## config.mk

```make
export PLATFORM = sky130hd
export DESIGN_NAME = throw_sequencer
export DESIGN_NICKNAME = d
export VERILOG_FILES = /design/src/rtl/throw_sequencer.sv
export SDC_FILE = /design/constraint.sdc
export NUM_CORES = 1
export LEC_CHECK = 0
export CORE_MARGIN = 5
export CORE_UTILIZATION = 55
export DETAILED_ROUTE_END_ITERATION = 7
export GPL_TIMING_DRIVEN = 0
export PLACE_DENSITY = 0.75
export SYNTH_ARGS = -nofsm -noshare
export SYNTH_HDL_FRONTEND = slang
export SYNTH_SLANG_ARGS = --single-unit
```

## constraint.sdc

```tcl
create_clock -name VGA_CLK -period 8.45 [get_ports VGA_CLK]
set_input_delay 1.2675 -clock VGA_CLK [delete_from_list [all_inputs] [get_ports VGA_CLK]]
set_output_delay 1.2675 -clock VGA_CLK [all_outputs]
set_load 0.02 [all_outputs]
```

## src/rtl/throw_sequencer.sv

```systemverilog
// throw_sequencer: sequences one ball throw through AIM -> LAUNCH -> FLIGHT -> LANDED -> AIM.
// Optional macro WIND_EN adds a signed wind input that adjusts vx on each frame update.
module throw_sequencer #(
  parameter int START_X       = 32,
  parameter int GROUND_Y      = 440,
  parameter int X_MAX         = 639,
  parameter int GRAV          = 4,
  parameter int TARGET_X      = 176,
  parameter int TARGET_HALF_W = 8,
  parameter int HOLD_FRAMES   = 60
) (
  input  logic              VGA_CLK,
  input  logic              rst,
  input  logic              update,
  input  logic              fire,
  input  logic [3:0]        angle,
  input  logic [3:0]        power,
`ifdef WIND_EN
  input  logic signed [3:0] wind,
`endif
  output logic [9:0]        ball_x,
  output logic [9:0]        ball_y,
  output logic              ball_vis,
  output logic [1:0]        state,
  output logic              aim_lock,
  output logic              hit,
  output logic [7:0]        score
);

  typedef enum logic [1:0] {
    S_AIM    = 2'd0,
    S_LAUNCH = 2'd1,
    S_FLIGHT = 2'd2,
    S_LANDED = 2'd3
  } state_t;

  localparam int HW = $clog2(HOLD_FRAMES + 1);

  localparam logic signed [15:0] START_F   = 16'(START_X * 16);
  localparam logic signed [15:0] GROUND_F  = 16'(GROUND_Y * 16);
  localparam logic signed [11:0] XMAX_S    = 12'(X_MAX);
  localparam logic signed [11:0] GRAV_S    = 12'(GRAV);
  localparam logic signed [12:0] HALF_S    = 13'(TARGET_HALF_W);
  localparam logic [HW-1:0]      HOLD_LAST = HW'(HOLD_FRAMES - 1);

  state_t             r_state;
  logic signed [15:0] r_x_f;
  logic signed [15:0] r_y_f;
  logic signed [11:0] r_vx;
  logic signed [11:0] r_vy;
  logic [HW-1:0]      r_hold;
  logic               r_fire_q;
  logic               r_vis;
  logic               r_aim_lock;
  logic               r_hit;
  logic [7:0]         r_score;

  logic [4:0]         w_p1;
  logic [4:0]         w_a_lo;
  logic [4:0]         w_a_hi;
  logic [9:0]         w_vx_l;
  logic [9:0]         w_vy_l;
  logic signed [15:0] w_vx_ext;
  logic signed [15:0] w_vy_ext;
  logic signed [15:0] w_nx;
  logic signed [15:0] w_ny;
  logic signed [11:0] w_nx_px;
  logic signed [12:0] w_dx;
  logic               w_land;
  logic               w_oob;
  logic               w_in_tgt;
  logic               w_fire_edge;

  // Launch velocity: flatter angles trade vertical speed for horizontal speed.
  assign w_p1   = {1'b0, power} + 5'd1;
  assign w_a_lo = 5'd16 - {1'b0, angle};
  assign w_a_hi = {1'b0, angle} + 5'd1;
  assign w_vx_l = {5'd0, w_p1} * {5'd0, w_a_lo};
  assign w_vy_l = {5'd0, w_p1} * {5'd0, w_a_hi};

  // One frame of integration from the current (old) position and velocity.
  assign w_vx_ext = {{4{r_vx[11]}}, r_vx};
  assign w_vy_ext = {{4{r_vy[11]}}, r_vy};
  assign w_nx     = r_x_f + w_vx_ext;
  assign w_ny     = r_y_f - w_vy_ext;
  assign w_nx_px  = w_nx[15:4];
  assign w_dx     = {w_nx_px[11], w_nx_px} - 13'(TARGET_X);

  assign w_land      = (w_ny >= GROUND_F);
  assign w_oob       = (w_nx_px > XMAX_S);
  assign w_in_tgt    = (w_dx <= HALF_S) && (w_dx >= -HALF_S);
  assign w_fire_edge = fire && !r_fire_q;

`ifdef WIND_EN
  logic signed [11:0] w_vx_wind;
  assign w_vx_wind = r_vx + {{8{wind[3]}}, wind};
`endif

  always_ff @(posedge VGA_CLK) begin
    r_hit    <= 1'b0;
    r_fire_q <= fire;
    if (rst) begin
      r_state    <= S_AIM;
      r_x_f      <= START_F;
      r_y_f      <= GROUND_F;
      r_vx       <= '0;
      r_vy       <= '0;
      r_hold     <= '0;
      r_fire_q   <= 1'b0;
      r_vis      <= 1'b1;
      r_aim_lock <= 1'b0;
      r_score    <= '0;
    end else begin
      case (r_state)
        S_AIM: begin
          r_x_f <= START_F;
          r_y_f <= GROUND_F;
          r_vis <= 1'b1;
          if (w_fire_edge) begin
            r_state    <= S_LAUNCH;
            r_aim_lock <= 1'b1;
          end
        end

        S_LAUNCH: begin
          r_vx    <= {2'b00, w_vx_l};
          r_vy    <= {2'b00, w_vy_l};
          r_x_f   <= START_F;
          r_y_f   <= GROUND_F;
          r_vis   <= 1'b1;
          r_state <= S_FLIGHT;
        end

        S_FLIGHT: begin
          if (update) begin
            r_x_f <= w_nx;
            r_vy  <= r_vy - GRAV_S;
`ifdef WIND_EN
            // Wind may slow the ball to a stop but never throws it backwards.
            r_vx  <= w_vx_wind[11] ? 12'sd0 : w_vx_wind;
`endif
            if (w_land) begin
              r_y_f   <= GROUND_F;
              r_vis   <= 1'b1;
              r_state <= S_LANDED;
              if (w_in_tgt) begin
                r_hit   <= 1'b1;
                r_score <= r_score + 8'd1;
              end
            end else begin
              r_y_f <= w_ny;
              if (w_oob) begin
                r_vis   <= 1'b0;
                r_state <= S_LANDED;
              end else begin
                r_vis <= !w_ny[15];
              end
            end
          end
        end

        S_LANDED: begin
          if (update) begin
            if (r_hold == HOLD_LAST) begin
              r_hold     <= '0;
              r_x_f      <= START_F;
              r_y_f      <= GROUND_F;
              r_vis      <= 1'b1;
              r_aim_lock <= 1'b0;
              r_state    <= S_AIM;
            end else begin
              r_hold <= r_hold + HW'(1);
            end
          end
        end

        default: begin
          r_state    <= S_AIM;
          r_aim_lock <= 1'b0;
        end
      endcase
    end
  end

  assign ball_x   = r_x_f[13:4];
  assign ball_y   = r_y_f[15] ? 10'd0 : r_y_f[13:4];
  assign ball_vis = r_vis;
  assign state    = r_state;
  assign aim_lock = r_aim_lock;
  assign hit      = r_hit;
  assign score    = r_score;

endmodule

```

==> metrics.cfg, run 1 <==
[status]
status=finished, final reports clean

[global_route]
first_pass_grt_wire_length_um=27000
overflow=0
grt_util_all_layers_pct=22.6
groute.layer.met1.usage_pct=29.6
met2_track_demand_over_resource_in_global_routing_pct=37.7
gr-max-usage-layer=met2
grt_antenna_before_repair=0
global_route.usage.met3_pct=3.50
grt_pass1_vias=5625
pin_count_of_the_biggest_net_entering_global_routing=13

[route]
postRouteAntennaNets=0
viasPerCell=5.72
drt_first_iter_violations=410
drc=0
total_number_of_vias=6148
postRouteWirelength_um=16500
detail_route.first_pass.iterations=5
route.detailed.wl_per_inst_um=15.3

[sta]
tightestPinTransition_ns=0.956
setup_viol_count_final=0
setup_ws_ns=2.58
timing.hold.ws_ns=0.455
hold_violations=0
rsz0062_at_grt=no
timing.max_slew.rel_slack_pct=35.8
worst_clock_skew_ns=0.00837
slew_viol_final=0
tns_ns=0
tmin_final_ns=5.87
max_clock_freq_mhz=170
final_min_period_over_clock_period_pct=69.5

[synth]
number_of_nets_in_the_synthesized_netlist=956
synth_compound_gate_area_share_pct=18.8
synth.area.mux_share_pct=3.35
synth_seq_cells=74
synth.top_cells.by_count=sky130_fd_sc_hd__nor2_1, sky130_fd_sc_hd__dfxtp_1, sky130_fd_sc_hd__nand2_1
share_of_synthesized_area_occupied_by_flip_flops_and_latches_pct=21.8
synth_top_flop_cell=sky130_fd_sc_hd__dfxtp_1
syn-instance-count=851
post_synth_num_cell_types=79
area_share_of_xor_xnor_cells_in_the_synthesized_design_pct=5.91
async_reset_ff_share_pct=0
yosys.area_share.simple_pct=24.2
yosysTopAreaCell=sky130_fd_sc_hd__dfxtp_1
synth_top_family_by_area=simple AND/OR/NAND/NOR gates
yosys_warnings=0
post-synth-top-count-cell=sky130_fd_sc_hd__nor2_1
post_synth_main_area_contributors=sky130_fd_sc_hd__dfxtp_1, sky130_fd_sc_hd__ha_1, sky130_fd_sc_hd__fa_1, sky130_fd_sc_hd__nor2_1, sky130_fd_sc_hd__nand2_1
synth_adder_area_share_pct=19.3
synthesized_cell_area_um2=6790
yosys.area.top_type_share_pct=21.8
synth.avg_cell_area_um2=7.98
number_of_synthesized_flops_with_an_enable_pin=0

[floorplanning]
die_x_um=121
floorplan.die.height_um=121
initial_core_util_pct=56.3
boundaryPins=45
floorplan.die_area_um2=14700
core-area_um2=12100
fp-row-count=40

[clocking]
clk-insertion-delay-late_ns=0.35
post_cts.resized_instances=0
numCtsBuffers=9
tritoncts_clock_tree=done
cts_buffer_depth=2
cts.reportedPaths.clkPinSlew_ns=0.06
numClockSinks=74
cts_setup_buffers=0
holdBufCountCts=0
cts.root.buffer_cell=sky130_fd_sc_hd__clkbuf_16
htree_num_levels=3

[critical_path]
setup.worst_path.class=in2reg
required_ns=8.66
worst_path_most_repeated_cell=sky130_fd_sc_hd__a21oi_1
cp_arrival_ns=6.08
critical_path.startpoint_type=input port
path_cells=clkdlybuf4s50_1, clkbuf_1, nand3_1, xnor2_1, nand2_1, fa_1, fa_1, inv_1, ha_1, a21oi_1, o21bai_1, a21oi_1, o21bai_1, a21oi_1, xor2_1, o21ai_0, a22oi_1, nor2_1
critical_path.max_fanout=10
critPathSlowestCell=sky130_fd_sc_hd__xnor2_1
cp_slowest_stage_delay_ns=0.69
critical_path_sink_type=flip-flop

[place]
place_inst=1060
place_worst_setup_slack_ns=2.22
port-buffer-count=41
routabilityCongestion=0.937
hpwlAfterDp_um=12700

[hold_path]
worstHoldPathType=reg2reg

[power_and_ir_drop]
static-leakage-power_nw=3.29
peakVddDrop_mv=0.131
p_per_cell_area_nw_per_um2=221

[layout]
finish.cell_count_without_fillers=1075
regArea_um2=1480
antenna-diode-count=0
fin_nets=1008
multi_input_area_um2=4860
final.fill_count=1048
utilization_pct=64.3
areaGrowthSynthToFinish_pct=14.2
post_route_cells_drive_above_1_share_pct=6.84

[run]
max_cap_viol_count=0

## layout make-up
type                    instances  area share, %
flip-flops and latches         74           19.1
plain buffers                  40           2.78
repair buffers                 41           5.29
clock inverters                 5           1.32
inverters                      63           3.05
well taps                     168           2.71
clock buffers                  10           3.08
multi-input cells             674           62.7
## layout by cell type, fill, tap and decap left out, types with 5 or more instances in the layout
cell and instances:
sky130_fd_sc_hd__dfxtp_1 74, sky130_fd_sc_hd__mux2i_1 16, sky130_fd_sc_hd__or2_2 9, sky130_fd_sc_hd__nor4_1 5, sky130_fd_sc_hd__nand2b_1 12, sky130_fd_sc_hd__fa_1 20
sky130_fd_sc_hd__o21bai_1 10, sky130_fd_sc_hd__xnor2_1 27, sky130_fd_sc_hd__nand2_1 74, sky130_fd_sc_hd__o21a_1 7, sky130_fd_sc_hd__and2_1 18, sky130_fd_sc_hd__xor2_1 17
sky130_fd_sc_hd__clkdlybuf4s50_1 41, sky130_fd_sc_hd__nor2b_1 24, sky130_fd_sc_hd__nor3b_1 5, sky130_fd_sc_hd__clkbuf_16 9, sky130_fd_sc_hd__a22oi_1 12, sky130_fd_sc_hd__a22o_1 7
sky130_fd_sc_hd__mux2_2 5, sky130_fd_sc_hd__o211ai_1 6, sky130_fd_sc_hd__ha_1 73, sky130_fd_sc_hd__nor3_1 21, sky130_fd_sc_hd__nand4_1 10, sky130_fd_sc_hd__clkbuf_1 22
sky130_fd_sc_hd__o22ai_1 8, sky130_fd_sc_hd__and3_1 5, sky130_fd_sc_hd__o21ai_0 15, sky130_fd_sc_hd__a31oi_1 5, sky130_fd_sc_hd__nand3_1 27, sky130_fd_sc_hd__inv_1 63
sky130_fd_sc_hd__nor2_1 98, sky130_fd_sc_hd__a211oi_1 14, sky130_fd_sc_hd__a21oi_1 54, sky130_fd_sc_hd__buf_4 10
## report_power, final
part | leakage (nW) | internal (mW) | switching, mW
registers | 0.599 | 0.387 | 0.0339
clock network | 0.165 | 0.294 | 0.154
logic | 2.52 | 0.334 | 0.511
total | 3.29 | 1.02 | 0.700
## flip-flops by register name (all words and copies together), names as in the netlist
register  count
hit           1
ball_vis      1
r_vy         12
state         2
r_hold        6
r_fire_q      1
r_y_f        16
score         8
aim_lock      1
r_x_f        16
r_vx         10
## through the flow
stage	total power, mW	cell area, um2
global placement	1.24	7410
detailed placement	1.25	7410
CTS	1.71	7750
global route	1.83	7750
floorplan	1.06	6790
finish	1.71	7750
## worst max-delay path: cells and delay by family
family                   cells  cell delay, ns
buffers and inverters        3            0.89
XOR/XNOR                     2            0.91
adder cells (fa/ha/maj)      3            1.43
AO/OA/AOI/OAI                7            1.11
AND/OR/NAND/NOR              3            0.47
## cell families (layout without fill, tap and decap cells)
kind of cell,after synthesis,in the layout
buf+inv,103,159
fa+ha+maj,93,93
simple gates,332,332
mux,22,22
xor+xnor,45,45
compound gates,182,182
flops,74,74
## final timing paths
kind,startpoint,to,slack (ns),depth (start not counted)
worst max register to register,r_vx[0]$_SDFFE_PP0P_,score[7]$_SDFFE_PP0P_,3.74,19
worst min register to register,r_y_f[0]$_SDFFE_PP0P_,r_y_f[0]$_SDFFE_PP0P_,0.45,2
worst max-delay path,power[0],r_vy[9]$_SDFFE_PP0P_,2.58,18
worst min-delay path,r_y_f[0]$_SDFFE_PP0P_,r_y_f[0]$_SDFFE_PP0P_,0.45,2
## metal layers
metal,part of all wire (%),routed length [um]
met4,2.7,437
met5,0,0
met1,47,7680
met2,46,7610
met3,4.6,751
(Power assumes the default switching activity.)
==> run 2: changes to the inputs <==
PLACE_DENSITY = 0.78   (was 0.75)
clock period = 4.8 ns   (was 8.45 ns; I/O delays follow)
==> metrics.cfg, run 2 (synthesized netlist as in run 1, its figures left out) <==
[status]
status=finished, final reports clean  ; unchanged

[route]
met2_wirelength_um=7860  ; was 7610 um
drt-met1-wl_um=7700  ; was 7680 um
total_number_of_vias=6231  ; was 6,148
top_layer=met4  ; unchanged
viasPerCell=5.75  ; was 5.72
routed-wl-met3_um=836  ; was 751 um
drc=0  ; unchanged
detail_route.first_pass.iterations=5  ; unchanged
drt_first_iter_violations=374  ; was 410
postRouteAntennaNets=0  ; unchanged
postRouteWirelength_um=16800  ; was 16,500 um
route.detailed.wl_per_inst_um=15.5  ; was 15.3 um

[critical_path]
critical_path.startpoint_type=input port  ; unchanged
critical_path_sink_type=flip-flop  ; unchanged
setup.worst_path.class=in2reg  ; unchanged
critical_path.max_fanout=4  ; was 10
cp_arrival_ns=4.82  ; was 6.08 ns
required_ns=5.04  ; was 8.66 ns
launch_point_of_the_worst_reg_to_reg_path=r_vx[0]$_SDFFE_PP0P_  ; unchanged
startpoint=angle[1]  ; was power[0]

[layout]
top_flop_regs=r_x_f x16, r_y_f x16, r_vy x12  ; unchanged
antenna-diode-count=0  ; unchanged
finish.cell_count_without_fillers=1083  ; was 1,075
finalInstanceArea_um2=7940  ; was 7750 um2
final_common_cell=sky130_fd_sc_hd__nor2_1  ; unchanged
final.fill_count=1016  ; was 1,048
regArea_um2=1480  ; unchanged
areaGrowthSynthToFinish_pct=16.9  ; was 14.2%
post_route_cells_drive_above_1_share_pct=10.2  ; was 6.84%
layout.cells.most_common_list=sky130_fd_sc_hd__nor2_1, sky130_fd_sc_hd__nand2_1, sky130_fd_sc_hd__dfxtp_1, sky130_fd_sc_hd__ha_1, sky130_fd_sc_hd__inv_1  ; unchanged
multi_input_area_um2=5040  ; was 4860 um2
fin_nets=1016  ; was 1,008

[clocking]
holdBufCountCts=0  ; unchanged
tritoncts_clock_tree=done  ; unchanged
clk-insertion-delay-late_ns=0.34  ; was 0.35 ns
htree_num_levels=3  ; unchanged
numCtsBuffers=9  ; unchanged
numClockSinks=74  ; unchanged
cts.reportedPaths.clkPinSlew_ns=0.06  ; about the same
cts_buffer_depth=2  ; unchanged
cts.root.buffer_cell=sky130_fd_sc_hd__clkbuf_16  ; unchanged

[place]
place_worst_setup_slack_ns=-0.812  ; was 2.22 ns
port-buffer-count=41  ; unchanged
hpwlAfterDp_um=12900  ; was 12,700 um
place_inst=1060  ; unchanged
routabilityCongestion=0.944  ; was 0.937
place_area_um2=7410  ; unchanged

[sta]
final_min_period_over_clock_period_pct=95.4
max_clock_freq_mhz=218
tmin_final_ns=4.58
slew_viol_final=0  ; unchanged
tightestPinTransition_ns=0.952  ; was 0.956 ns
timing.max_slew.rel_slack_pct=36.1  ; was 35.8%
setup_ws_ns=0.220  ; was 2.58 ns
hold_violations=0  ; unchanged
worst_clock_skew_ns=0.00911  ; was 0.00837 ns
setup_viol_count_final=0  ; unchanged

[floorplanning]
fp-row-count=40  ; unchanged
die_x_um=121  ; unchanged
floorplan.die.height_um=121  ; unchanged
floorplan.die_area_um2=14700  ; unchanged
core-area_um2=12100  ; unchanged
initial_core_util_pct=56.3  ; unchanged
boundaryPins=45  ; unchanged

[global_route]
first_pass_grt_wire_length_um=27400  ; was 27,000 um
overflow=0  ; unchanged
grt_pass1_vias=5851  ; was 5,625
grt_antenna_before_repair=0  ; unchanged
pin_count_of_the_biggest_net_entering_global_routing=12  ; was 13
grt_util_all_layers_pct=22.8  ; was 22.6%

[power_and_ir_drop]
static-leakage-power_nw=3.36  ; was 3.29 nW
total_power_mw=2.89  ; was 1.71 mW
p_per_cell_area_nw_per_um2=364  ; was 221 nW/um2
peakVddDrop_mv=0.220  ; was 0.131 mV

[run]
max_cap_viol_count=0  ; unchanged

[hold_path]
hold_start=r_y_f[0]$_SDFFE_PP0P_  ; unchanged
worstHoldPathType=reg2reg  ; unchanged

run 2: cell types whose count changed in the layout (fill, tap and decap cells not counted), sizes merged:
cell           previous run  this run
clkdlybuf4s50            42        40
clkinvlp                  1         0
dlymetal6s2s              0         1
bufinv                    3         0
dlygate4sd2               0         1
buf                      16        25
clkinv                    1         3
clkbuf                   33        34
run 2: report_power, final:
part / leakage [nW] / internal (mW) / switching, mW / total [mW]
combinational: 2.62 / 0.612 / 0.909 / 1.52
sequential: 0.599 / 0.681 / 0.0612 / 0.743
clock: 0.138 / 0.372 / 0.253 / 0.625
run 2: cell type report:
type,instances,share of cell area (%)
plain buffers,40,2.87
well taps,168,2.65
clock inverters,3,0.189
clock buffers,12,3.23
flip-flops and latches,74,18.7
repair buffers,49,5.94
inverters,63,2.98
multi-input cells,674,63.5
run 2: critical path: stages:
cell and delay [ns]:
sky130_fd_sc_hd__dlygate4sd2_1 0.36, sky130_fd_sc_hd__ha_4 0.21, sky130_fd_sc_hd__nand3_2 0.12, sky130_fd_sc_hd__or2_4 0.27, sky130_fd_sc_hd__fa_1 0.56, sky130_fd_sc_hd__fa_1 0.44, sky130_fd_sc_hd__fa_1 0.54, sky130_fd_sc_hd__inv_1 0.06
sky130_fd_sc_hd__ha_4 0.25, sky130_fd_sc_hd__a21oi_1 0.19, sky130_fd_sc_hd__o21bai_2 0.12, sky130_fd_sc_hd__a21oi_1 0.16, sky130_fd_sc_hd__nor2_1 0.05, sky130_fd_sc_hd__nor2_1 0.11, sky130_fd_sc_hd__xnor2_1 0.15, sky130_fd_sc_hd__nand2b_1 0.12
sky130_fd_sc_hd__nand2_1 0.08, sky130_fd_sc_hd__a21oi_1 0.09, sky130_fd_sc_hd__a211oi_1 0.21
run 2: stage by stage:
step           util, %  setup TNS (ns)  hold WS [ns]
2_1_floorplan        -               0         0.420
3_3_place_gp      61.5           -3.77         0.434
3_5_place_dp      61.5           -4.48         0.444
4_1_cts           64.8               0         0.458
5_1_grt           65.8         -0.0574         0.476
6_report          65.8               0         0.462
run 2: worst paths after layout:
path	endpoint	slack, ns	cells after the start
setup / recovery	r_vy[8]$_SDFFE_PP0P_	0.22	19
hold / removal	r_y_f[0]$_SDFFE_PP0P_	0.46	2
setup reg to reg	score[7]$_SDFFE_PP0P_	0.37	16
hold reg to reg	r_y_f[0]$_SDFFE_PP0P_	0.46	2
run 2: layer usage:
| layer | global-route usage (%) | vias to the layer above |
|---|---|---|
| met1 | 30.0 | 2911 |
| met3 | 3.64 | 30 |
| li1 | - | 3109 |
| met4 | 6.51 | 0 |
| met2 | 38.6 | 181 |
| met5 | 0 | - |
run 2: what timing repair did:
action	CTS	global route
gates cloned	0	0
gates resized for setup	21	19
setup buffers	4	4
pin swaps	6	11
setup endpoints to repair	5	10
